===== src/rtl/uart_rx_pkg.sv =====
// Shared UART definitions: receiver state encoding, default bit period and frame geometry.
// Imported by uart_rx; uart_tx uses the same default bit period.
package uart_rx_pkg;

  // Roughly 4160 baud at a 4.16 MHz core clock.
  localparam int unsigned UART_CLOCKS_PER_BIT = 1000;
  localparam int unsigned UART_DATA_BITS      = 8;
  localparam int unsigned UART_BIT_IDX_W      = $clog2(UART_DATA_BITS);

  typedef enum logic [2:0] {
    ST_IDLE  = 3'd0,
    ST_START = 3'd1,
    ST_DATA  = 3'd2,
    ST_STOP  = 3'd3,
    ST_BREAK = 3'd4
  } uart_state_e;

  // Bit timer width; never below one bit so tiny periods still elaborate.
  function automatic int unsigned timer_width(input int unsigned clocks_per_bit);
    return (clocks_per_bit < 2) ? 1 : $clog2(clocks_per_bit);
  endfunction

endpackage


===== src/rtl/uart_rx.sv =====
// 8N1 UART receiver, LSB first, mid-bit sampling after a 2-flop synchronizer; o_rxValid rises 1 cycle after the stop sample.
// No backpressure: a byte finishing while the previous one is unread is dropped and flagged as overrun.
module uart_rx
  import uart_rx_pkg::*;
#(
  parameter int unsigned CLOCKS_PER_BIT = UART_CLOCKS_PER_BIT
) (
  input  logic       i_clock,
  input  logic       i_resetN,
  input  logic       i_rxSerial,
  input  logic       i_rxRead,
  input  logic       i_errorClear,
  output logic [7:0] o_rxData,
  output logic       o_rxValid,
  output logic       o_rxBusy,
  output logic       o_frameError,
  output logic       o_overrunError
);

  localparam int unsigned TIMER_W = timer_width(CLOCKS_PER_BIT);
  localparam logic [TIMER_W-1:0] HALF_LAST = TIMER_W'(CLOCKS_PER_BIT / 2 - 1);
  localparam logic [TIMER_W-1:0] BIT_LAST  = TIMER_W'(CLOCKS_PER_BIT - 1);
  localparam logic [UART_BIT_IDX_W-1:0] LAST_BIT_IDX = UART_BIT_IDX_W'(UART_DATA_BITS - 1);

  logic                      sync1_q;
  logic                      sync2_q;
  logic                      rx_s;

  uart_state_e               state_q;
  logic [TIMER_W-1:0]        timer_q;
  logic [UART_BIT_IDX_W-1:0] bit_idx_q;
  logic [7:0]                shift_q;

  logic [7:0]                data_q;
  logic [7:0]                data_d;
  logic                      valid_q;
  logic                      valid_d;
  logic                      frame_err_q;
  logic                      frame_err_d;
  logic                      overrun_q;
  logic                      overrun_d;

  logic                      stop_tick;
  logic                      accept;
  logic                      frame_bad;

  // Synchronizer resets to the idle level so reset release never looks like a start edge.
  always_ff @(posedge i_clock or negedge i_resetN) begin
    if (!i_resetN) begin
      sync1_q <= 1'b1;
      sync2_q <= 1'b1;
    end else begin
      sync1_q <= i_rxSerial;
      sync2_q <= sync1_q;
    end
  end

  assign rx_s = sync2_q;

  always_ff @(posedge i_clock or negedge i_resetN) begin
    if (!i_resetN) begin
      state_q   <= ST_IDLE;
      timer_q   <= '0;
      bit_idx_q <= '0;
      shift_q   <= '0;
    end else begin
      unique case (state_q)
        ST_IDLE: begin
          timer_q   <= '0;
          bit_idx_q <= '0;
          if (!rx_s) begin
            state_q <= ST_START;
          end
        end

        ST_START: begin
          if (timer_q == HALF_LAST) begin
            timer_q <= '0;
            // A line back high at mid start bit was a glitch.
            state_q <= rx_s ? ST_IDLE : ST_DATA;
          end else begin
            timer_q <= timer_q + 1'b1;
          end
        end

        ST_DATA: begin
          if (timer_q == BIT_LAST) begin
            timer_q   <= '0;
            shift_q   <= {rx_s, shift_q[7:1]};
            bit_idx_q <= bit_idx_q + 1'b1;
            if (bit_idx_q == LAST_BIT_IDX) begin
              state_q <= ST_STOP;
            end
          end else begin
            timer_q <= timer_q + 1'b1;
          end
        end

        ST_STOP: begin
          if (timer_q == BIT_LAST) begin
            timer_q <= '0;
            state_q <= rx_s ? ST_IDLE : ST_BREAK;
          end else begin
            timer_q <= timer_q + 1'b1;
          end
        end

        ST_BREAK: begin
          timer_q <= '0;
          if (rx_s) begin
            state_q <= ST_IDLE;
          end
        end

        default: begin
          timer_q <= '0;
          state_q <= ST_IDLE;
        end
      endcase
    end
  end

  assign stop_tick = (state_q == ST_STOP) && (timer_q == BIT_LAST);
  assign accept    = stop_tick && rx_s;
  assign frame_bad = stop_tick && !rx_s;

  // Clears are applied before sets so a flag raised in the same cycle survives.
  always_comb begin
    data_d      = data_q;
    valid_d     = valid_q;
    frame_err_d = frame_err_q;
    overrun_d   = overrun_q;

    if (valid_q && i_rxRead) begin
      valid_d = 1'b0;
    end
    if (i_errorClear) begin
      frame_err_d = 1'b0;
      overrun_d   = 1'b0;
    end
    if (accept) begin
      if (!valid_q || i_rxRead) begin
        data_d  = shift_q;
        valid_d = 1'b1;
      end else begin
        overrun_d = 1'b1;
      end
    end
    if (frame_bad) begin
      frame_err_d = 1'b1;
    end
  end

  always_ff @(posedge i_clock or negedge i_resetN) begin
    if (!i_resetN) begin
      data_q      <= '0;
      valid_q     <= 1'b0;
      frame_err_q <= 1'b0;
      overrun_q   <= 1'b0;
    end else begin
      data_q      <= data_d;
      valid_q     <= valid_d;
      frame_err_q <= frame_err_d;
      overrun_q   <= overrun_d;
    end
  end

  assign o_rxData       = data_q;
  assign o_rxValid      = valid_q;
  assign o_rxBusy       = (state_q != ST_IDLE);
  assign o_frameError   = frame_err_q;
  assign o_overrunError = overrun_q;

endmodule


===== config.mk =====
export PLATFORM = sky130hd
export DESIGN_NAME = uart_rx
export DESIGN_NICKNAME = d
export VERILOG_FILES = /design/src/rtl/uart_rx_pkg.sv /design/src/rtl/uart_rx.sv
export SDC_FILE = /design/constraint.sdc
export NUM_CORES = 1
export LEC_CHECK = 0
export ABC_AREA = 1
export CORE_MARGIN = 1
export CORE_UTILIZATION = 45
export DETAILED_ROUTE_END_ITERATION = 7
export PLACE_DENSITY = 0.66
export SLEW_MARGIN = 20
export SYNTH_ARGS = -nofsm -noshare
export SYNTH_HDL_FRONTEND = slang
export SYNTH_SLANG_ARGS = --single-unit

===== constraint.sdc =====
create_clock -name i_clock -period 2.1 [get_ports i_clock]
set_input_delay 0.21 -clock i_clock [delete_from_list [all_inputs] [get_ports i_clock]]
set_output_delay 0.21 -clock i_clock [all_outputs]
set_load 0.1 [all_outputs]

==> metrics.md <==
| Metric | Value |
|---|---|
| Outcome | finished, final reports clean |
| Crit path DAT | roughly 1.8 ns |
| Initial antenna violation count | 0 |
| Routed Antenna Nets | 0 |
| Critical path launch point type | flop |
| Clk slew on worst S/H paths | 0.07 ns |
| Port bufs | 16 |
| Part of the Yosys area used for sequential elements | between 50% and 60% |
| R2r startpoint | timer_q[0] |
| P per Cell Area | 733 nW/µm² |
| Die area | between 3000 and 4000 µm² |
| Area after DPL | 1850 µm² |
| Antenna cells | 0 |
| Final Critical Period | around 1.7 ns |
| Synth Warn # | 0 |
| Clk buf depth | 2 |
| Worst-Margin Slew | between 0.4 and 0.5 ns |
| Global-route wire length before repair | between 5000 and 6000 µm |
| Simple-gate share of the synthesized area | 31.5% |
| Die Y | about 63 µm |
| Initial DRC count | around 50 |
| Core Region | between 3000 and 4000 µm² |
| Number of buffers created by CTS | 5 |
| Post-DR wirelength/cell | 10.6 µm |
| Hold_buf cts | 0 |
| Worst hold margin | approximately 0.33 ns |
| Via Count | roughly 1200 |
| Crit. End Element | flop |
| Drt pass-1 iters | 4 |
| Synth Flop Type | dfrtp_1 |
| Die Wd | between 60 and 70 µm |
| Start point of the critical path | timer_q[0] |
| Synth Area in Adders | approximately 2.3% |
| # setup viols final | 0 |
| Relative slew margins | between 70% and 80% |
| TNS Setup | 0 ns |
| Fillers | 305 |
| CTS H-tree lvls | 2 |
| Crit Path Max Fanout | 14 |
| CTS tree | built |
| Post-synth EDFFs | 0 |
| Hold WC Path Type | in -> async |
| Largest family of logic cells by synthesized area | simple AND/OR/NAND/NOR gates |
| Post-CTS sizing | 0 |
| Crit path required time | around 2.3 ns |
| CTS Root Cell | clkbuf_8 |
| Initial Utilization | between 40% and 50% |
| Final instance area | slightly below 2000 µm² |
| Post-CTS Setup Repair Bufs | 0 |
| Compound-Gate Fraction of Synth Area | ~1.9% |
| Non-Filler Instances | between 200 and 300 |
| Ratio of cells with drive above 1 in the final layout | about 16% |
| Routed vias/inst | 4.68 |
| Drt total wl | ~2800 µm |
| Total GRT Usage | approximately 16% |
| Mean Syn Cell Area | ~8.7 µm² |
| Top achievable clock speed | around 600 MHz |
| Final Skew | 0.00600 ns |
| Clk_lat worst skew | 0.29 ns |
| Slew Limit Fails | 0 |
| Final clock period utilization by the worst path | 79.0% |
| Peak supply drop | ~0.00034 V |
| Post-Syn Area | between 1500 and 2000 µm² |
| Yosys top cell area share | 52.6% |
| Post-Synth XOR/XNOR Area | approximately 4.2% |
| Post-synth ARST share | 100% |
| # rows | 21 |
| Synth top area cells | dfrtp_1, nand2_1, nor2_1, xor2_1, nand3_1 |
| Largest net degree at the start of global routing | 38 |
| Fin nets | around 220 |
| Placed insts | about 250 |
| Residual DRC count | 0 |
| Max-cap viol count | 0 |
| Hpwl dp | approximately 2000 µm |
| Largest area contributor in the netlist | dfrtp_1 |
| Leakage power | ~1.0 nW |
| Layout area overhead | 19.5% |
| RSZ-0062 raised after global routing | no |
| Synth Instances | 191 |
| Netlist cell types | 22 |
| Clock sink count | 37 |
| Final hold viol count | 0 |
| Critical path class | reg -> reg |
| Mapped Nets | a little under 200 |
| Synth Register Bits | 37 |
| I/O pin count | 17 |
| Multiplexer area fraction after synthesis | 0% |
| Global route overflow | 0 |
| Total power | about 1.5 mW |
| Vias in the first global route | about 1100 |
| Final Wtd Congestion | between 0.8 and 0.9 |
-- synth_stat cells, types with 3 or more instances --
| master | number |
|---|---|
| dfrtp_1 | 35 |
| ha_1 | 3 |
| inv_1 | 13 |
| inv_2 | 4 |
| nand2_1 | 72 |
| nand3_1 | 12 |
| nand4_1 | 3 |
| nor2_1 | 21 |
| nor2_4 | 3 |
| o21ai_1 | 4 |
| xor2_1 | 7 |
-- final cells by class --
| type | count | area [µm²] | share of cell area [%] |
|---|---|---|---|
| Clock buffer | 5 | 68.8 | 3.46 |
| Clock inverter | 3 | 65.1 | 3.27 |
| Inverter | 18 | 67.6 | 3.40 |
| Multi-Input combinational cell | 135 | 663 | 33.4 |
| Sequential cell | 37 | 928 | 46.7 |
| Tap cell | 46 | 57.6 | 2.89 |
| Timing Repair Buffer | 17 | 138 | 6.92 |
-- per-stage QoR --
| stage | setup WS (ns) | utilization (%) |
|---|---|---|
| 2_1_floorplan | 0.355 | - |
| 3_5_place_dp | 0.462 | 53.9 |
| 3_3_place_gp | 0.519 | 53.9 |
| 4_1_cts | 0.436 | 57.8 |
| 6_report | 0.441 | 57.8 |
| 5_1_grt | 0.295 | 57.8 |
-- power breakdown --
group,switching [mW],internal [mW],leakage [nW],total [mW]
logic,0.0159,0.00843,0.478,0.0243
clock network,0.243,0.472,0.0681,0.715
registers,0.00209,0.716,0.495,0.718
-- cell usage in the layout, fill, tap and decap left out, types with 2 or more instances in the layout --
master and instances:
nand2_1 72, buf_4 13, nand3_1 12, o21ai_1 4, nand4_1 3, nand4_2 2, inv_2 4, dfrtp_1 35
ha_1 3, clkbuf_8 5, inv_1 13, nor2_4 3, dfstp_2 2, clkdlybuf4s50_1 4, bufinv_16 2, nor2_2 2
nor2_1 21, xor2_1 7
-- critical path, cell delays in order (launching register included) --
cell and delay [ns]:
dfrtp_1 0.40, ha_1 0.24, nand2_1 0.14, nor2_4 0.06
nand4_2 0.24, clkinv_1 0.30, nand2_1 0.13, nand2_1 0.06
-- worst paths after layout --
check,endpoint,slack [ns],cells after the start
worst max-delay path,shift_q[5],0.44,7
worst min-delay path,timer_q[5],0.33,2
worst max register to register,shift_q[5],0.44,7
worst min register to register,rx_s,0.36,0
max in group asynchronous,sync1_q,1.42,2
min in group i_clock,sync1_q,0.33,1
-- kinds of logic (layout without fill, tap and decap cells) --
kind of cell,Yosys count,after routing
buffers and inverters,19,43
XOR/XNOR,8,8
AO/OA/AOI/OAI,6,6
adder cells (fa/ha/maj),3,3
AND/OR/NAND/NOR,118,118
flip-flops,37,37
-- metal layers --
layer	vias up	routed length [µm]	share of wire, %	track usage, %
met5	-	0	0	0
met4	0	62	2.2	7.85
met3	6	106	3.8	4.74
met2	21	1150	42	23.2
met1	550	1440	52	23.0
li1	644	-	-	-
-- registers in the layout, summed over array words and instances, names as in the netlist --
register and cells:
bit_idx_q 3, o_frameError 1, o_overrunError 1, o_rxData 8, o_rxValid 1, rx_s 1
shift_q 8, state_q 3, sync1_q 1, timer_q 10
No activity file was read; power rests on OpenSTA's default activity.
